`src/rtl/load_store_unit_pkg.sv`:
```
// load_store_unit_pkg: shared memory-access types, LSU state encoding and alignment helper
package load_store_unit_pkg;
    typedef enum logic [1:0] {
        MEM_BYTE = 2'd0,
        MEM_HALF = 2'd1,
        MEM_WORD = 2'd2
    } mem_access_t;

    typedef enum logic [1:0] {
        LSU_IDLE    = 2'd0,
        LSU_ACCESS  = 2'd1,
        LSU_RESPOND = 2'd2
    } lsu_state_t;

    function automatic logic mem_access_misaligned(input logic [1:0] addr, input mem_access_t access);
        return (access == MEM_HALF && addr[0]) || (access == MEM_WORD && addr != 2'd0);
    endfunction
endpackage

```
`src/rtl/load_store_unit_load_extender.sv`:
```
// lsu_load_extender: sign/zero extension of right-justified load data by access size
module lsu_load_extender
    import load_store_unit_pkg::*;
#(
    parameter int W = 32
) (
    input  logic [W-1:0] d_in,
    input  mem_access_t  access,
    input  logic         unsign,
    output logic [W-1:0] d_out
);
    always_comb begin
        d_out = access == MEM_BYTE ? (unsign ? {{(W-8){1'b0}}, d_in[7:0]} : {{(W-8){d_in[7]}}, d_in[7:0]}) :
                access == MEM_HALF ? (unsign ? {{(W-16){1'b0}}, d_in[15:0]} : {{(W-16){d_in[15]}}, d_in[15:0]}) :
                d_in;
    end
endmodule

```
`src/rtl/load_store_unit.sv`:
```
// load_store_unit: three-state load/store FSM with registered request/response; LSU_MISALIGN_CHECK_EN enables early misalignment faults
module load_store_unit
    import load_store_unit_pkg::*;
#(
    parameter int W = 32
) (
    input  logic         clk,
    input  logic         rst,
    input  logic         req_valid,
    output logic         req_ready,
    input  logic         req_write,
    input  mem_access_t  req_access,
    input  logic         req_unsigned,
    input  logic [31:0]  req_addr,
    input  logic [W-1:0] req_wdata,
    output logic         rsp_valid,
    input  logic         rsp_ready,
    output logic [W-1:0] rsp_rdata,
    output logic         rsp_error,
    output logic [31:0]  bus_addr,
    output mem_access_t  bus_access,
    output logic         bus_wr_ena,
    output logic [W-1:0] bus_wr_data,
    input  logic [W-1:0] bus_rd_data,
    input  logic         bus_active
);
    lsu_state_t   state;
    logic [31:0]  addr_q;
    mem_access_t  access_q;
    logic         write_q;
    logic         unsign_q;
    logic [W-1:0] wdata_q;
    logic [W-1:0] ld_data;

    lsu_load_extender #(.W(W)) u_ext (
        .d_in  (bus_rd_data),
        .access(access_q),
        .unsign(unsign_q),
        .d_out (ld_data)
    );

    assign req_ready   = state == LSU_IDLE && !rst;
    assign rsp_valid   = state == LSU_RESPOND;
    assign bus_addr    = addr_q;
    assign bus_access  = access_q;
    assign bus_wr_data = wdata_q;
    // rst gates the strobe so an aborted store never reaches memory
    assign bus_wr_ena  = state == LSU_ACCESS && write_q && bus_active && !rst;

    always_ff @(posedge clk) begin
        if (rst) begin
            state     <= LSU_IDLE;
            addr_q    <= '0;
            access_q  <= MEM_WORD;
            write_q   <= 1'b0;
            unsign_q  <= 1'b0;
            wdata_q   <= '0;
            rsp_error <= 1'b0;
            rsp_rdata <= '0;
        end else begin
            case (state)
                LSU_IDLE: if (req_valid) begin
                    addr_q   <= req_addr;
                    access_q <= req_access;
                    write_q  <= req_write;
                    unsign_q <= req_unsigned;
                    wdata_q  <= req_wdata;
`ifdef LSU_MISALIGN_CHECK_EN
                    if (mem_access_misaligned(req_addr[1:0], req_access)) begin
                        state     <= LSU_RESPOND;
                        rsp_error <= 1'b1;
                        rsp_rdata <= '0;
                    end else begin
                        state <= LSU_ACCESS;
                    end
`else
                    state <= LSU_ACCESS;
`endif
                end
                LSU_ACCESS: begin
                    state     <= LSU_RESPOND;
                    rsp_error <= !bus_active;
                    rsp_rdata <= (write_q || !bus_active) ? '0 : ld_data;
                end
                LSU_RESPOND: if (rsp_ready) state <= LSU_IDLE;
                default: state <= LSU_IDLE;
            endcase
        end
    end
endmodule

```
`config.mk`:
```
export PLATFORM = sky130hd
export DESIGN_NAME = load_store_unit
export DESIGN_NICKNAME = d
export VERILOG_FILES = /design/src/rtl/load_store_unit_pkg.sv /design/src/rtl/load_store_unit_load_extender.sv /design/src/rtl/load_store_unit.sv
export SDC_FILE = /design/constraint.sdc
export NUM_CORES = 1
export LEC_CHECK = 0
export ABC_AREA = 0
export BUFFER_PORTS_ARGS = -buffer_cell sky130_fd_sc_hd__buf_2
export CAP_MARGIN = 20
export CORE_MARGIN = 10
export CORE_UTILIZATION = 52
export CTS_BUF_LIST = sky130_fd_sc_hd__clkbuf_8 sky130_fd_sc_hd__clkbuf_16
export CTS_CLUSTER_DIAMETER = 150
export CTS_CLUSTER_SIZE = 24
export DETAILED_ROUTE_END_ITERATION = 8
export PLACE_DENSITY = 0.86
export SLEW_MARGIN = 25
export SYNTH_ARGS = -nofsm -noshare
export SYNTH_HDL_FRONTEND = slang
export SYNTH_HIERARCHICAL = 1
export SYNTH_SLANG_ARGS = --single-unit
```
`constraint.sdc`:
```
create_clock -name clk -period 3.42 [get_ports clk]
set_input_delay 1.026 -clock clk [delete_from_list [all_inputs] [get_ports clk]]
set_output_delay 1.026 -clock clk [all_outputs]
set_load 0.01 [all_outputs]
```
Word level (Yosys, flattened, before mapping)

Index checks and enable logic that the tools add are counted.

Input bits: 105
Logic and storage cells: 32
Flip-flop bits (word level): 103
Output and inout bits: 102

Reductions and logical operators: 11
Eq/ne operators: 5
Muxes and demuxes: 8

Operator list:

| operator                                               | number |
|---|---|
| two-way mux 32 bit                                     | 5 |
| case mux 2 bit (3 select lines)                        | 1 |
| == test 2 x 1 -> 1 bit (second input constant)         | 2 |
| logical AND 1 bit                                      | 4 |
| zero test 2 bit                                        | 2 |
| two-way mux 2 bit                                      | 2 |
| AND reduction 2 bit                                    | 2 |
| == test 2 bit (second input constant)                  | 1 |
| zero test 1 bit                                        | 2 |
| inequality test 2 x 1 -> 1 bit (second input constant) | 1 |
| inequality test 2 bit (second input constant)          | 1 |
| logical OR 1 bit                                       | 1 |

Logic depth before layout (Yosys ltp)

Word-level depth: 4
Depth in mapped cells: 7
Depth with buffers taken out: 4

Hierarchy

The synthesis kept the hierarchy.

By module, submodules not included:

| module            | instances | seq. area each (µm²) | area an instance (µm²) | cells each |
|---|---|---|---|---|
| load_store_unit   | 1         | 2062.0               | 4510.6                 | 454 |
| lsu_load_extender | 1         | 0.0                  | 364.1                  | 67 |

Worst setup path before layout

OpenSTA, ideal clock, no wires.

Path type: input to output
Start point: in rst
End point: out bus_wr_ena
Buffers on the path: 3
Arrival: 1.822 ns
Stages on the path: 5
Required time: 2.394 ns
Path slack: 0.572 ns
Path through: buf_2 -> nand4bb_1 -> buf_2 -> buf_2 -> nor2_1

Cells in the longest elaborated chain, start to end: 2

RTL lines:

| element           | RTL line              | source |
|---|---|---|
| start, declared   | load_store_unit.sv:8  | `input logic rst,` |
| zero test 1 bit   | load_store_unit.sv:48 | `assign bus_wr_ena = state == LSU_ACCESS && write_q && bus_active && !rst;` |
| logical AND 1 bit | load_store_unit.sv:48 |  |
| end, declared     | load_store_unit.sv:22 | `output logic bus_wr_ena,` |

Every way passes these cells.

Worst setup path after layout

Same ends and word-level chain as after synthesis.

==> reports/results.txt <==
First-pass GRT wire length: 19700 um
Multi-input logic area: 2360 sq um
Half-perimeter wire length after placement: 9670 um
Post-route DRC: 0
Most common cell after layout, fill and taps aside: buf_2
Min Tclk post-route: 2.67 ns
Crit end category: output pin
Worst-margin pin slew: 0.864 ns
Routability cong.: 0.789
Worst EP required: 2.39 ns
Die area: 13600 sq um
Vias per inst: 5.04
Hold Vio Cnt, Final: 0
Nets: 797
TritonCTS Sinks: 103
Switching Power: 0.717 mW
Core ar.: 9200 sq um
Slew margin rel.: 42.3%
Final wirelength: 13000 um
Synthesis warning total: 6
Min-delay src: rsp_error$_SDFFE_PP0N_
Initial detailed-routing violation count: 267
Gr ovfl total: 0
Avg Cell Area, Syn: 9.36 sq um
CP Max Fanout: 4
Final setup fails: 0
Final Max Tran Viols: 0
Leakage Power: 2.83 nW
Final non-filler cell area: 5980 sq um
# rows: 35
R2r startpoint: bus_access[1]$_SDFFE_PP1P_
Resized cells post-CTS: 0
Die width: 117 um
Comb power frac: 18.4%
Outcome: completed
Vias in the first global route: 4025
IO Port Bufs: 206
Sequential share of power: 52.9%
Clock insertion delay at the later pin of the skew report: 0.37 ns
Via count: 4078
Critical Path AT: 1.64 ns
Root buffer cell: clkbuf_8
Post-Syn Instances: 521
Post-synthesis sequential area ratio: 42.3%
Fin crit share: 78.0%
Drt wl/cell: 16.0 um
Clock Power Share: 28.6%
Pwr per Cell Area: 416 nW/um^2
H-tree depth: 3
Largest net degree at the start of global routing: 114
CTS tree: yes
Seq. cell area: 2060 sq um
Netlist Area Pre-Place: 4870 sq um
Most frequent cells in the layout: buf_2 (205), nand2b_1 (166), dfxtp_1 (103), mux2i_1 (68), inv_1 (34)
Critical Path Start: rst
Sw frac: 28.8%
Placement Cell Area: 5800 sq um
Fin Clk Skew: 0.00961 ns
Synth cell types: 28
Sum of negative setup slack: 0 ns
Inserted Clock Buffers: 9
Total track usage: 18.0%
Crit path kind: input port to output pin
Peak supply drop: 0.227 mV
Post-synthesis sequential element count: 103
Antenna-violating nets left: 0
FMAX: 0.375 GHz
Hold-fix buffers, CTS: 0
Initial antenna violation count: 1
Area grow syn2layout: 22.7%
Reg clk slew, reported paths: 0.09 ns
Ports: 207
Max-cap viol count: 0
Die height: 117 um
Internal: 1.77 mW
FILL cells: 780
Setup Buffers After CTS: 0
Clock buffer depth: 2
DR pass1 iterations: 4
Starting Density: 53.0%
RSZ-0062 raised after global routing: false
Hold Path Class: register to register
Critical Path Start Type: input port
Layout cell share with drive strength beyond 1: 33.6%
Syn Nets: 626
## flip-flops by register name (all words and copies together), names as in the netlist
signal	cells
rsp_rdata	32
rsp_error	1
write_q	1
bus_wr_data	32
state	2
unsign_q	1
bus_access	2
bus_addr	32
## routing by layer
layer / part of all wire [%] / vias up / wire [um] / track usage [%]
li1: - / 2042 / - / -
met1: 39 / 1871 / 5110 / 20.2
met2: 48 / 152 / 6230 / 29.9
met3: 11 / 13 / 1420 / 7.34
met4: 1.5 / 0 / 200 / 6.75
met5: 0 / - / 0 / 0
## synthesized netlist by cell type, drive strengths merged
library cell / n / area (sq um)
clkbuf: 22 / 83.8
and3b: 1 / 8.76
nor2: 3 / 11.3
or3b: 1 / 8.76
a21oi: 1 / 5.00
o32ai: 32 / 280
or2b: 1 / 7.51
o21ai: 24 / 120
nor2b: 2 / 12.5
dfxtp: 103 / 2060
a211oi: 1 / 7.51
nor3b: 1 / 12.5
inv: 34 / 128
nor3: 1 / 5.00
buf: 31 / 253
and2: 1 / 6.26
or4b: 1 / 13.8
nand4bb: 1 / 11.3
or2: 1 / 6.26
nand2: 24 / 90.1
mux2i: 69 / 703
nand2b: 166 / 1040
## cells by family (layout without fill, tap and decap cells)
kind of cell	Yosys count	count (layout)	synth area share, %
simple gates	204	204	25.3
flops	103	103	42.3
other cells	0	1	0
mux	69	69	14.4
compound gates	58	58	8.47
buf+inv	87	263	9.52
## critical path, stage by stage
cell and delay, ns:
buf_4 0.12, nand4bb_1 0.22, nor2_1 0.11, buf_2 0.16
## power groups by stage
stage          clock network (mW)  registers, mW  logic [mW]
3_5_place_dp                    0           1.34       0.464
3_3_place_gp                    0           1.34       0.449
2_1_floorplan                   0           1.37       0.277
6_report                    0.712           1.32       0.459
5_1_grt                     0.785           1.33       0.508
4_1_cts                     0.736           1.32       0.465
## stage by stage
step                setup slack, ns  utilization [%]  power [mW]  instances  hold slack, ns
global route                  0.711             65.0        2.62        809           0.496
floorplan                     0.572                -        1.65        521           0.457
global placement              0.768             63.0        1.79        792           0.444
detailed placement            0.760             63.0        1.81        792           0.452
CTS                           0.746             65.0        2.52        808           0.466
finish                        0.754             65.0        2.49        809           0.465
## final cells by class
class / instances / area share, %
inverter: 34 / 2.13
clock inverter: 7 / 0.983
timing repair buffer: 213 / 18.6
tap: 111 / 2.32
clock buffer: 9 / 2.07
antenna: 1 / 0.0418
multi-input combinational: 331 / 39.4
sequential: 103 / 34.5
## path summary, 6_finish.rpt
path / to / cells after the start / slack (ns)
worst max-delay path: bus_wr_ena / 4 / 0.75
worst min-delay path: rsp_error$_SDFFE_PP0N_ / 2 / 0.46
worst max register to register: rsp_rdata[16]$_SDFFE_PP0N_ / 4 / 1.54
worst min register to register: rsp_error$_SDFFE_PP0N_ / 2 / 0.46
Note: power is estimated with default switching activity, not from simulation.
